--- src/rtl/packet_parser.sv ---
// packet_parser: splits framed 32-bit packet words into length-prefixed messages, one 296-bit record each.
module packet_parser (
  input  logic         clk,
  input  logic         reset_b,
  input  logic [31:0]  dataIn,
  input  logic         dataIn_val,
  output logic         dataIn_ready,
  input  logic         dataIN_last,
  output logic [0:295] dataOut,
  output logic         dataOut_val,
  input  logic         dataOut_ready,
  output logic         packetLost
);
  typedef enum logic [1:0] {LEN, PAYLOAD, DISCARD} state_t;
  state_t state, stateNext;
  logic [31:0] bufWord, seq;
  logic [2:0] cnt;
  logic lastFlag;
  logic [7:0] len, lenNext, cur;
  logic [5:0] idx, idxNext;
  logic [0:255] payload, payNext;
  logic [0:295] rec;
  logic loadable, completes, consume, endPkt, load, lostNext;
  assign cur = bufWord[31:24];
  assign dataIn_ready = cnt == 3'd0 && !reset_b;
  assign loadable = !dataOut_val || dataOut_ready;
  assign completes = state == PAYLOAD && {2'b00, idx} + 8'd1 == len;
  // A completing byte waits in the buffer until the output register can take the record
  assign consume = cnt != 3'd0 && (!completes || loadable);
  assign endPkt = consume && cnt == 3'd1 && lastFlag;
  assign load = consume && completes;
  always_comb begin
    stateNext = state;
    lenNext = len;
    idxNext = idx;
    payNext = payload;
    lostNext = 1'b0;
    if (consume) begin
      case (state)
        LEN: begin
          if (cur > 8'd32) begin
            lostNext = 1'b1;
            stateNext = DISCARD;
          end else if (cur != 8'd0) begin
            lenNext = cur;
            idxNext = 6'd0;
            payNext = '0;
            stateNext = PAYLOAD;
          end
        end
        PAYLOAD: begin
          payNext[{idx[4:0], 3'b000} +: 8] = cur;
          idxNext = idx + 6'd1;
          stateNext = completes ? LEN : PAYLOAD;
        end
        default: stateNext = DISCARD;
      endcase
    end
    rec = {seq, len, payNext};
    if (endPkt) begin
      lostNext = lostNext || (state == PAYLOAD && !completes);
      stateNext = LEN;
      payNext = '0;
    end
  end
  always_ff @(posedge clk) begin
    if (reset_b) begin
      state <= LEN;
      bufWord <= '0;
      cnt <= '0;
      lastFlag <= 1'b0;
      len <= '0;
      idx <= '0;
      payload <= '0;
      seq <= '0;
      dataOut <= '0;
      dataOut_val <= 1'b0;
      packetLost <= 1'b0;
    end else begin
      if (dataIn_val && dataIn_ready) begin
        bufWord <= dataIn;
        cnt <= 3'd4;
        lastFlag <= dataIN_last;
      end else if (consume) begin
        bufWord <= bufWord << 8;
        cnt <= cnt - 3'd1;
      end
      state <= stateNext;
      len <= lenNext;
      idx <= idxNext;
      payload <= payNext;
      packetLost <= lostNext;
      if (load) begin
        dataOut <= rec;
        dataOut_val <= 1'b1;
        seq <= seq + 32'd1;
      end else if (dataOut_ready) begin
        dataOut_val <= 1'b0;
      end
    end
  end
endmodule

--- config.mk ---
export PLATFORM = sky130hd
export DESIGN_NAME = packet_parser
export DESIGN_NICKNAME = d
export VERILOG_FILES = /design/src/rtl/packet_parser.sv
export SDC_FILE = /design/constraint.sdc
export NUM_CORES = 1
export LEC_CHECK = 0
export ABC_AREA = 1
export CAP_MARGIN = 20
export CORE_MARGIN = 8
export CORE_UTILIZATION = 31
export DETAILED_ROUTE_END_ITERATION = 7
export DONT_BUFFER_PORTS = 1
export PLACE_DENSITY = 0.43
export SYNTH_ARGS = -nofsm -noshare
export SYNTH_HDL_FRONTEND = slang
export SYNTH_SLANG_ARGS = --single-unit
--- constraint.sdc ---
create_clock -name clk -period 8.4 [get_ports clk]
set_clock_uncertainty 0.15 [all_clocks]
set_input_delay 0 -clock clk [delete_from_list [all_inputs] [get_ports clk]]
set_output_delay 0 -clock clk [all_outputs]
set_load 0.03 [all_outputs]
# Yosys cells after proc, flatten, opt, wreduce, memory -nomap -nowiden
# Cells that the tools add are included.
[classes]
bitwise = 2
shifts = 2
add_sub_neg = 5
muxes = 22
n_lt_le_gt_ge = 1
eq_ne = 6
n_reduce_logical = 26
[ops]
columns = ["cell", "n"]
rows = [
  ["256-bit 2-to-1 mux", 3],
  ["256-bit one-hot mux with 2 select lines", 1],
  ["257-bit by 10-bit variable shift with 256-bit output (first input constant)", 1],
  ["257-bit by 10-bit indexed part select with 256-bit output", 1],
  ["256-bit bitwise mux", 1],
  ["32-bit 2-to-1 mux", 2],
  ["32-bit by 1-bit adder with 32-bit output (second input constant)", 1],
  ["6-bit 2-to-1 mux", 2],
  ["6-bit one-hot mux with 2 select lines", 1],
  ["9-bit negator with 10-bit output", 1],
  ["8-bit inverter with 9-bit output", 1],
  ["7-bit by 8-bit == test with 1-bit output", 1],
  ["8-bit by 6-bit > comparator with 1-bit output (second input constant)", 1],
  ["1-bit logical AND", 8],
  ["4-bit AND reduction", 2],
  ["8-bit nonzero test", 1],
  ["6-bit by 1-bit adder with 7-bit output (second input constant)", 1],
  ["1-bit 2-to-1 mux", 7],
  ["6-bit by 1-bit adder with 6-bit output (second input constant)", 1],
  ["3-bit 2-to-1 mux", 2],
  ["2-bit nonzero test", 3],
  ["2-bit 2-to-1 mux", 2],
  ["2-bit inequality test (second input constant)", 2],
  ["2-bit one-hot mux with 2 select lines", 1],
  ["other kinds (12)", 17],
]
[totals]
register_bits = 638
inputBits = 37
out_inout_bits = 299
word_cells = 76

# Depth between registers and ports, before layout
[depth]
word_depth = 9
depth_mapped = 20
ltp_nobuf = 16

# Least setup slack after synthesis
# Ideal clock, no wire load.
[synth_path]
kind = "reg-to-reg"
from = "reg idx[2]"
to = "reg dataOut[47] (netlist bit)"
arrival_time_ps = 2716
setup_ps = 116
t_required_ps = 8134
path_buffers = 4
stages_incl_launch_ff = 19
period_less_slack_ps = 2982
slack_ps = 5418
path_cell_list = "dfxtp_1 buf_2 clkinv_1 clkbuf_1 ha_1 inv_1 nand2_1 nand2_1 nand2_1 nor2_1 nand2_1 nor2_1 nand3_1 nor2_4 nand3_2 buf_2 buf_2 nor2_1 nor2_1"
[synth_via]
elab_chain_cells = 7
word_cells_on_any_way = 14
classes_between = "2 x add/sub; 1 x eq/ne; 2 x shift; 3 x mux; 1 x bitwise; 5 x reduce/logical"
[synth_lines]
columns = ["element", "line_no", "rtl"]
rows = [
  ["start, declared", "20", "logic [5:0] idx, idxNext;"],
  ["start signal, assigned", "90", "idx <= idxNext;"],
  ["branches (longest 7 deep; another with 9-bit negator with 10-bit output)", "--", ""],
  ["end signal, assigned", "94", "dataOut <= rec;"],
  ["end, declared", "9", "output logic [0:295] dataOut,"],
]
# Several ways; the timed one is not identified.
# A chain may end at the register's enable or synchronous reset.

# Final worst setup path
[layout_path]
from = "reg idx[1]"
to = "reg bufWord[14]"
[layout_via]
elab_chain_cells = 7
[layout_lines]
columns = ["element", "line_no", "rtl"]
rows = [
  ["6-bit by 1-bit adder with 7-bit output", "27", "assign completes = state == PAYLOAD && {2'b00, idx} + 8'd1 == len;"],
  ["7-bit by 8-bit == test with 1-bit output", "27", ""],
  ["1-bit logical AND", "27", ""],
  ["1-bit logical NOT", "29", "assign consume = cnt != 3'd0 && (!completes || loadable);"],
  ["1-bit logical OR", "29", ""],
  ["1-bit logical AND", "29", ""],
  ["2-bit nonzero test (no source line)", "--", ""],
  ["end signal, assigned", "81", "bufWord <= dataIn;"],
  ["end signal, assigned", "85", "bufWord <= bufWord << 8;"],
  ["end, declared", "16", "logic [31:0] bufWord, seq;"],
]
# Every way passes these cells.

==> run metrics <==
status finished, violations left; failing checks slew limit; initial core utilization between 30% and 40%; crit start category flip-flop; 1st-pass router iterations 6; CP delay by family, top buffers and inverters; clock slew seen by the registers of the worst setup and hold paths about 0.070 ns; Post-synth EDFFs 0; global route overflow 0; Avg Cell Area, Syn approximately 6.6 µm²; CTS root buffer clkbuf_16; Setup CP Type flip-flop to flip-flop; Fillers between 10000 and 15000; # IOs between 300 and 400; cts bufs inserted 84; Die Width roughly 350 µm; Hold Path Class input pin to primary output; post-synth top area cell dfxtp_1; Crit. path cell count 15; DP HPWL between 100000 and 150000 µm; largest net degree at the start of global routing 209; overall power 12.5 mW; Routed wire per std cell roughly 23 µm; area added between synthesis and finish 12.8%; Multi-input gate area 18800 µm²; r2r worst-path depth 15; CP Capture Type flip-flop; cell leakage power about 16 nW; Yosys reg bits approximately 640; ys async rst share 0%; layout cell share with drive strength beyond 1 under 10%; Seq/Total Area, Yosys between 30% and 40%; crit-path max FO 95; total of max-cap violations 0; number of inserted diodes 0; Final Cycle Share a little over two thirds; Tot GR Track Use between 20% and 30%; cells along the critical path inv_1 > ha_1 > inv_1 > nand2_1 > nand3_1 > nor2_1 > nand2_1 > nor2_1 > nand4_1 > nand2_4 > buf_4 > buf_4 > nand3_1 > a21oi_1 > dlygate4sd3_1; CP max stage cell dfxtp_1; Die Ht roughly 350 µm; final WL approximately 160000 µm; relative slew slack -7.52%; endpoints failing setup 0; Synth top cells by count 1216 x nand2_1, 638 x dfxtp_1, 600 x nand3_1; Mapped Area 35600 µm²; fin cells 6813; count of cell types in the netlist 37; DR vias/cell about 5.4; RSZ-0062 raised after global routing no; setup total negative slack 0 ns; first-pass GRT wire length about 240000 µm; Final #Nets 5282; Row Count between 100 and 150; worst slew pin tran around 1.6 ns; Final ANT Viol Nets 0; DRT iter0 DRCs about 4100; Worst Path Arrival ~6.3 ns; Routability Congestion approximately 0.92; storage element area around 13000 µm²; Pins Over Slew Limit 67; IO Port Bufs 0; die area between 100000 and 150000 µm²; YS warnings 0; top cell type's share of synthesized area 35.9%; Mapped Nets between 5000 and 6000; initial antenna violation count 2; clk_lat worst skew 0.68 ns; DR DRC count 0; CP max stage delay 1.02 ns; worst vdd ir between 200 and 300 µV; Highest Clock Rate 0.171 GHz; Worst Hold Depth 1; htree depth 3; CP bufs+invs 5; Final Hold Viols 0; Cells after Synth between 5000 and 6000; Tmin final just under 6 ns; Power Density 312 nW/µm²; most frequent cell after synthesis nand2_1; ys flop type dfxtp_1; CTS tree yes; post-placement cell count approximately 6500; core area ~110000 µm²; vias in the first global route 34300; worst path required time roughly 8.9 ns; Clock Sinks approximately 640; vias ~37000; clock tree buffer depth 3; ranking of synthesized cells by area dfxtp_1 36%, nand2_1 13%, nand3_1 8.4%, a21oi_1 6.1%, inv_1 5.6%
==> cells in the final DEF (no fill, tap or decap), types with 3 or more instances in the layout <==
master / count
nor2_4: 3
buf_4: 65
nor3_1: 25
clkbuf_16: 85
nor2_1: 459
clkinv_4: 3
nand3b_1: 6
nor2_2: 3
inv_6: 5
nor4_1: 5
clkinv_1: 3
xor2_1: 20
clkinv_2: 16
a21boi_0: 59
dfxtp_4: 3
inv_2: 3
buf_6: 3
nor3_2: 15
o21ai_0: 287
o21ai_1: 16
inv_1: 526
clkbuf_1: 22
a21oi_1: 437
xnor2_1: 8
bufinv_16: 10
clkbuf_8: 10
dfxtp_1: 635
o211ai_1: 222
nand2_1: 1213
nand3_1: 598
buf_12: 5
o221ai_1: 14
nand2_2: 3
dlygate4sd3_1: 116
ha_1: 9
nand4_1: 222
a21oi_2: 146
clkinvlp_4: 3
==> flip-flops by register name (all words and copies together), names as in the netlist <==
register,count
cnt,3
packetLost,1
lastFlag,1
idx,6
seq,32
bufWord,32
dataOut,296
state,2
len,8
dataOut_val,1
payload,256
==> through the flow <==
step | setup WS [ns] | util, % | hold WS, ns | cell area, µm²
after floorplan | 5.42 | - | -0.0373 | 35600
after global placement | 3.18 | 31.6 | -0.0289 | 36100
after detailed placement | 3.09 | 31.6 | -0.0262 | 36100
after CTS | 2.74 | 35.2 | 0.0141 | 40100
after global routing | 2.23 | 35.2 | 0.00756 | 40100
final | 2.55 | 35.2 | 0.0000837 | 40100
==> worst register-to-register path, stage by stage, from the launching register on <==
cell	delay, ns
dfxtp_1	1.02
inv_1	0.43
ha_1	0.47
inv_1	0.05
nand2_1	0.07
nand3_1	0.08
nor2_1	0.15
nand2_1	0.08
nor2_1	0.13
nand4_1	0.28
nand2_4	0.24
buf_4	0.70
buf_4	0.91
nand3_1	0.24
a21oi_1	0.21
dlygate4sd3_1	0.57
==> metal layers <==
metal | GRT usage, % | vias to the layer above | part of all wire, %
met3 | 5.50 | 259 | 8.2
met2 | 37.2 | 1383 | 44
met4 | 8.61 | 2 | 3.7
li1 | - | 17700 | -
met5 | 0 | - | 0.0088
met1 | 32.9 | 17400 | 44
==> cells by family (layout without fill, tap and decap cells) <==
family / Yosys count / count (layout) / synth area share [%]
buf+inv: 1000 / 881 / 11.7
xor+xnor: 28 / 28 / 0.689
simple gates: 2561 / 2561 / 31.1
fa+ha+maj: 10 / 10 / 0.352
compound gates: 1183 / 1183 / 20.3
flops: 638 / 638 / 35.9
==> where the power goes <==
part	internal, mW	leakage, nW	switching, mW
Clock	2.26	1.38	1.51
Combinational	0.975	9.19	4.05
Sequential	3.28	5.16	0.447
Total	6.51	15.7	6.01
==> final timing paths <==
kind                start      endpoint  slack [ns]
min reg2reg  payload[244]  payload[244]        0.31
max reg2reg        idx[1]   bufWord[14]        2.55
max                idx[1]   bufWord[14]        2.55
min               reset_b  dataIn_ready     0.00008
==> layout make-up <==
| type | count | area share (%) |
|---|---|---|
| timing repair buffer | 191 | 4.52 |
| clock inverter | 35 | 1.19 |
| multi-input combinational | 3782 | 46.8 |
| inverter | 538 | 5.07 |
| sequential | 638 | 31.8 |
| clock buffer | 117 | 5.85 |
| tap | 1512 | 4.71 |
==> timing repair <==
action                                  in CTS  in global routing
hold endpoints to repair                   293                  0
hold buffers                               117                  0
resized for setup                            0                  0
setup buffers                                0                  0
endpoints found under the setup margin       0                  0
(Power assumes the default switching activity.)
